### config.mk
export PLATFORM = sky130hd
export DESIGN_NAME = hazard_stall_ctrl
export DESIGN_NICKNAME = d
export VERILOG_FILES = /design/src/rtl/hazard_stall_ctrl_pkg.sv /design/src/rtl/mdu_busy_counter.sv /design/src/rtl/hazard_stall_ctrl.sv
export SDC_FILE = /design/constraint.sdc
export NUM_CORES = 1
export LEC_CHECK = 0
export ABC_AREA = 1
export BUFFER_PORTS_ARGS = -buffer_cell sky130_fd_sc_hd__buf_4
export CAP_MARGIN = 10
export CELL_PAD_IN_SITES_DETAIL_PLACEMENT = 0
export CELL_PAD_IN_SITES_GLOBAL_PLACEMENT = 2
export CORE_MARGIN = 4
export CORE_UTILIZATION = 25
export CTS_BUF_LIST = sky130_fd_sc_hd__clkbuf_4
export DETAILED_ROUTE_END_ITERATION = 8
export PLACE_DENSITY_LB_ADDON = 0.1
export SKIP_CTS_REPAIR_TIMING = 1
export SYNTH_ARGS = -nofsm -noshare
export SYNTH_HDL_FRONTEND = slang
export SYNTH_SLANG_ARGS = --single-unit
### constraint.sdc
create_clock -name clk -period 2.1 [get_ports clk]
set_input_delay 0 -clock clk [delete_from_list [all_inputs] [get_ports clk]]
set_output_delay 0 -clock clk [all_outputs]
set_load 0.02 [all_outputs]
### src/rtl/hazard_stall_ctrl_pkg.sv
// Shared types and helpers for the hazard/stall sequencer and its MDU occupancy counter.
package hazard_stall_ctrl_pkg;

  typedef enum logic {
    StMduIdle = 1'b0,
    StMduBusy = 1'b1
  } mdu_state_e;

  typedef enum logic {
    MduOpMult = 1'b0,
    MduOpDiv  = 1'b1
  } mdu_op_e;

  // Countdown reload value: the unit stays busy for exactly the latency, ending on cnt==0.
  function automatic int unsigned mdu_reload(input logic op, input int unsigned mult_cycles,
                                             input int unsigned div_cycles);
    return ((op == MduOpDiv) ? div_cycles : mult_cycles) - 1;
  endfunction

endpackage

### src/rtl/mdu_busy_counter.sv
// Occupancy tracker for the multi-cycle multiply/divide unit: FSM, countdown and done pulse.
module mdu_busy_counter
  import hazard_stall_ctrl_pkg::*;
#(
  parameter int unsigned MULT_CYCLES = 5,
  parameter int unsigned DIV_CYCLES  = 32,
  parameter int unsigned CNT_W       = 6
) (
  input  logic clk,
  input  logic rst,
  input  logic start,
  input  logic op,
  output logic busy,
  output logic last,
  output logic done
);

  mdu_state_e       state_q, state_d;
  logic [CNT_W-1:0] cnt_q, cnt_d;
  logic             done_q, done_d;

  always_ff @(posedge clk) begin
    if (rst) begin
      state_q <= StMduIdle;
      cnt_q   <= '0;
      done_q  <= 1'b0;
    end else begin
      state_q <= state_d;
      cnt_q   <= cnt_d;
      done_q  <= done_d;
    end
  end

  always_comb begin
    state_d = state_q;
    cnt_d   = cnt_q;
    done_d  = 1'b0;
    unique case (state_q)
      StMduIdle: begin
        if (start) begin
          state_d = StMduBusy;
          cnt_d   = CNT_W'(mdu_reload(op, MULT_CYCLES, DIV_CYCLES));
        end
      end
      StMduBusy: begin
        if (cnt_q != '0) begin
          cnt_d = cnt_q - 1'b1;
        end else begin
          state_d = StMduIdle;
          done_d  = 1'b1;
        end
      end
      default: state_d = StMduIdle;
    endcase
  end

  always_comb begin
    busy = (state_q == StMduBusy);
    last = (state_q == StMduBusy) && (cnt_q == '0);
    done = done_q;
  end

endmodule

### src/rtl/hazard_stall_ctrl.sv
// Load-use / branch-squash / MDU structural hazard control for the 5-stage pipeline.
module hazard_stall_ctrl
  import hazard_stall_ctrl_pkg::*;
#(
  parameter int unsigned MULT_CYCLES = 5,
  parameter int unsigned DIV_CYCLES  = 32,
  parameter int unsigned CNT_W       = 6
) (
  input  logic       clk,
  input  logic       rst,
  input  logic [4:0] IFIDRegRs,
  input  logic [4:0] IFIDRegRt,
  input  logic       IFIDUsesRt,
  input  logic       IDEXMemRead,
  input  logic [4:0] IDEXRegRt,
  input  logic       IDMduStart,
  input  logic       IDMduOp,
  input  logic       IDMduRead,
  input  logic       EXBranchTaken,
  output logic       PCWrite,
  output logic       IFIDWrite,
  output logic       IFIDFlush,
  output logic       IDEXFlush,
  output logic       MduBusy,
  output logic       MduDone
);

  logic mdu_busy, mdu_last, mdu_done;
  logic lu, sh, mdu_issue, mdu_hold;

  mdu_busy_counter #(
    .MULT_CYCLES(MULT_CYCLES),
    .DIV_CYCLES (DIV_CYCLES),
    .CNT_W      (CNT_W)
  ) u_mdu_busy_counter (
    .clk  (clk),
    .rst  (rst),
    .start(mdu_issue),
    .op   (IDMduOp),
    .busy (mdu_busy),
    .last (mdu_last),
    .done (mdu_done)
  );

  always_comb begin
    lu = IDEXMemRead && (IDEXRegRt != 5'd0) &&
         ((IDEXRegRt == IFIDRegRs) || (IFIDUsesRt && (IDEXRegRt == IFIDRegRt)));
    // The final busy cycle still holds the unit; the dependent op waits for the done cycle.
    mdu_hold  = mdu_busy || mdu_last;
    sh        = mdu_hold && (IDMduStart || IDMduRead);
    mdu_issue = !mdu_busy && IDMduStart && !EXBranchTaken && !lu && !rst;
  end

  always_comb begin
    PCWrite   = 1'b1;
    IFIDWrite = 1'b1;
    IFIDFlush = 1'b0;
    IDEXFlush = 1'b0;
    MduBusy   = mdu_busy && !rst;
    MduDone   = mdu_done;
    if (!rst) begin
      if (EXBranchTaken) begin
        IFIDFlush = 1'b1;
        IDEXFlush = 1'b1;
      end else if (sh || lu) begin
        PCWrite   = 1'b0;
        IFIDWrite = 1'b0;
        IDEXFlush = 1'b1;
      end
    end
  end

endmodule

==> flow_summary.json <==
{
  "crit_path_start_kind": "flop",
  "die-height_um": 61.3,
  "rr_endpoint": "u_mdu_busy_counter.cnt_q[4]",
  "first_pass_iters": 4,
  "numCtsBuffers": 3,
  "dieArea_um2": 3750,
  "min_path_type": "primary input to flop",
  "max_freq_ghz": 0.700,
  "setup_viol": 0,
  "yosysUniqueCellTypes": 24,
  "layout.nets": 181,
  "rsz0062_at_grt": "no",
  "relSlewSlack": 0.800,
  "postSynthCellCount": 124,
  "seq_area_frac_synth": 0.226,
  "grt_pass1_vias": 724,
  "cts_sinks": 8,
  "crit_type": "flop to flop",
  "fin_crit_ps": 1430,
  "drc": 0,
  "routed_wirelength_mm": 1.79,
  "layout_common_cells": "nand2_1, buf_4, nor2_1",
  "reg2regPathDepth": 8,
  "clkLatencyLatePin_ps": 260,
  "portBuffers": 28,
  "synth.ff_latch_count": 8,
  "worstPathRequired_ps": 2260,
  "coreArea_um2": 2730,
  "die-width_um": 61.3,
  "path_max_fanout": 7,
  "clk_path_buf_depth": 2,
  "rrSetupSlack_ps": 670,
  "tightest_slew_ps": 297,
  "core.rowCount": 19,
  "initial_core_util": 0.259,
  "gp_congestion": 0.792,
  "io_pins": 29,
  "ir_drop_mv": 0.266,
  "drt-initial-drc-count": 49,
  "endpoint_kind": "flop",
  "setup.worst_path.start": "u_mdu_busy_counter.busy",
  "antenna_found_initial": 0,
  "h-tree-depth": 1,
  "via_count": 819,
  "syn_avg_cell_area_um2": 5.72,
  "final_common_cell": "nand2_1",
  "diodes": 0,
  "setup_tns_ps": 0,
  "cp-endpoint": "u_mdu_busy_counter.cnt_q[4]",
  "grt_pass1_wl_mm": 3.01,
  "status": "finished clean",
  "crit-reg2reg-launch": "u_mdu_busy_counter.busy",
  "layout.cells.non_filler": 186,
  "yosys_warnings": 0,
  "synthesis.nets": 148,
  "cts_root_buffer": "clkbuf_4",
  "grt_usage": 0.108,
  "hold_viol": 0,
  "worst_ep_arrival_time_ps": 1590,
  "hpwlAfterDp_mm": 1.51,
  "grt-ovfl-total": 0,
  "netlist_area_um2": 709,
  "placed_cells": 182,
  "detail_route.vias_per_cell": 4.40,
  "power_density_nw_per_um2": 476,
  "clock_skew_ps": 6.82,
  "grt_max_degree": 8,
  "p_leak_nw": 0.549,
  "antenna_left": 0,
  "period_share": 0.680,
  "cts_tree": "done",
  "clkTransAtPathRegs_ps": 60,
  "layout-drive-gt1-share": 0.297,
  "wl_per_cell_um": 9.63,
  "slew_violations": 0,
  "drv_cap": 0,
  "area_growth_pct": 38.1
}
-- where the power goes --
part / switching [mW] / internal [mW]
Sequential: 0.0121 / 0.165
Combinational: 0.0860 / 0.0779
Clock: 0.0596 / 0.0659
-- sequential cells by signal, summed over array words and instances, names as in the netlist --
| register | count |
|---|---|
| u_mdu_busy_counter.cnt_q | 6 |
| u_mdu_busy_counter.busy | 1 |
| u_mdu_busy_counter.done | 1 |
-- cell families after synthesis --
group,after synthesis,share of synthesized area
buffers and inverters,22,0.132
adders and majority gates,1,0.0176
AOI/OAI and AO/OA,10,0.0864
and+or+nand+nor,79,0.489
DFF,8,0.226
xor gates and xnor gates,4,0.0494
-- synth_stat cells --
cell       n  area (um2)
a21boi_1   1        7.51
a21oi_1    3        15.0
a21oi_2    1        8.76
a31oi_1    1        6.26
buf_4      1        7.51
buf_6      1        11.3
dfxtp_1    8         160
ha_1       1        12.5
inv_1     12        45.0
inv_2      8        30.0
nand2_1   41         154
nand2_2    1        6.26
nand2_4    3        33.8
nand3_1    7        35.0
nand3b_1   2        15.0
nand4_1    2        12.5
nor2_1    21        78.8
nor3_1     1        5.00
nor4_1     1        6.26
o21ai_0    2        10.0
o21ai_1    1        5.00
o21ai_2    1        8.76
xnor2_1    2        17.5
xor2_1     2        17.5
-- final cells by class --
class | count | area [um2]
fillers | 310 | 1750
multi-input cells | 94 | 455
repair buffers | 30 | 228
flip-flops and latches | 8 | 160
inverters | 20 | 75.1
well taps | 31 | 38.8
clock buffers | 3 | 22.5
-- critical path, stage by stage (launching register included) --
cell,delay (ps)
dfxtp_1,460
nor2_1,110
a21oi_2,170
ha_1,210
nand3_1,100
xnor2_1,140
nand2_1,60
nand2_1,50
nor2_1,30
-- worst min-delay path by stage --
stage | start | to | slack [ps] | cells past startpoint
5_1_grt | IDMduStart | u_mdu_busy_counter.busy | 250 | 5
3_5_place_dp | rst | u_mdu_busy_counter.cnt_q[5] | 230 | 2
3_3_place_gp | rst | u_mdu_busy_counter.cnt_q[5] | 230 | 2
2_1_floorplan | rst | u_mdu_busy_counter.busy | 70 | 1
6_report | IDMduStart | u_mdu_busy_counter.busy | 200 | 5
4_1_cts | rst | u_mdu_busy_counter.cnt_q[5] | -40 | 2
-- routing by layer --
metal | GRT usage | part of all wire
met4 | 0.0557 | 0.0084
met2 | 0.187 | 0.52
met3 | 0.0126 | 0.043
met1 | 0.129 | 0.43
met5 | 0 | 0
-- through the flow --
stage	power (mW)	util	instance area [um2]	hold slack (ps)	setup slack (ps)
floorplan	0.280	-	709	69.1	771
global placement	0.344	0.346	947	228	724
detailed placement	0.344	0.346	947	226	677
CTS	0.468	0.355	970	-42.7	686
global route	0.500	0.358	980	246	481
finish	0.466	0.358	980	204	672
No activity file was read; power rests on OpenSTA's default activity.
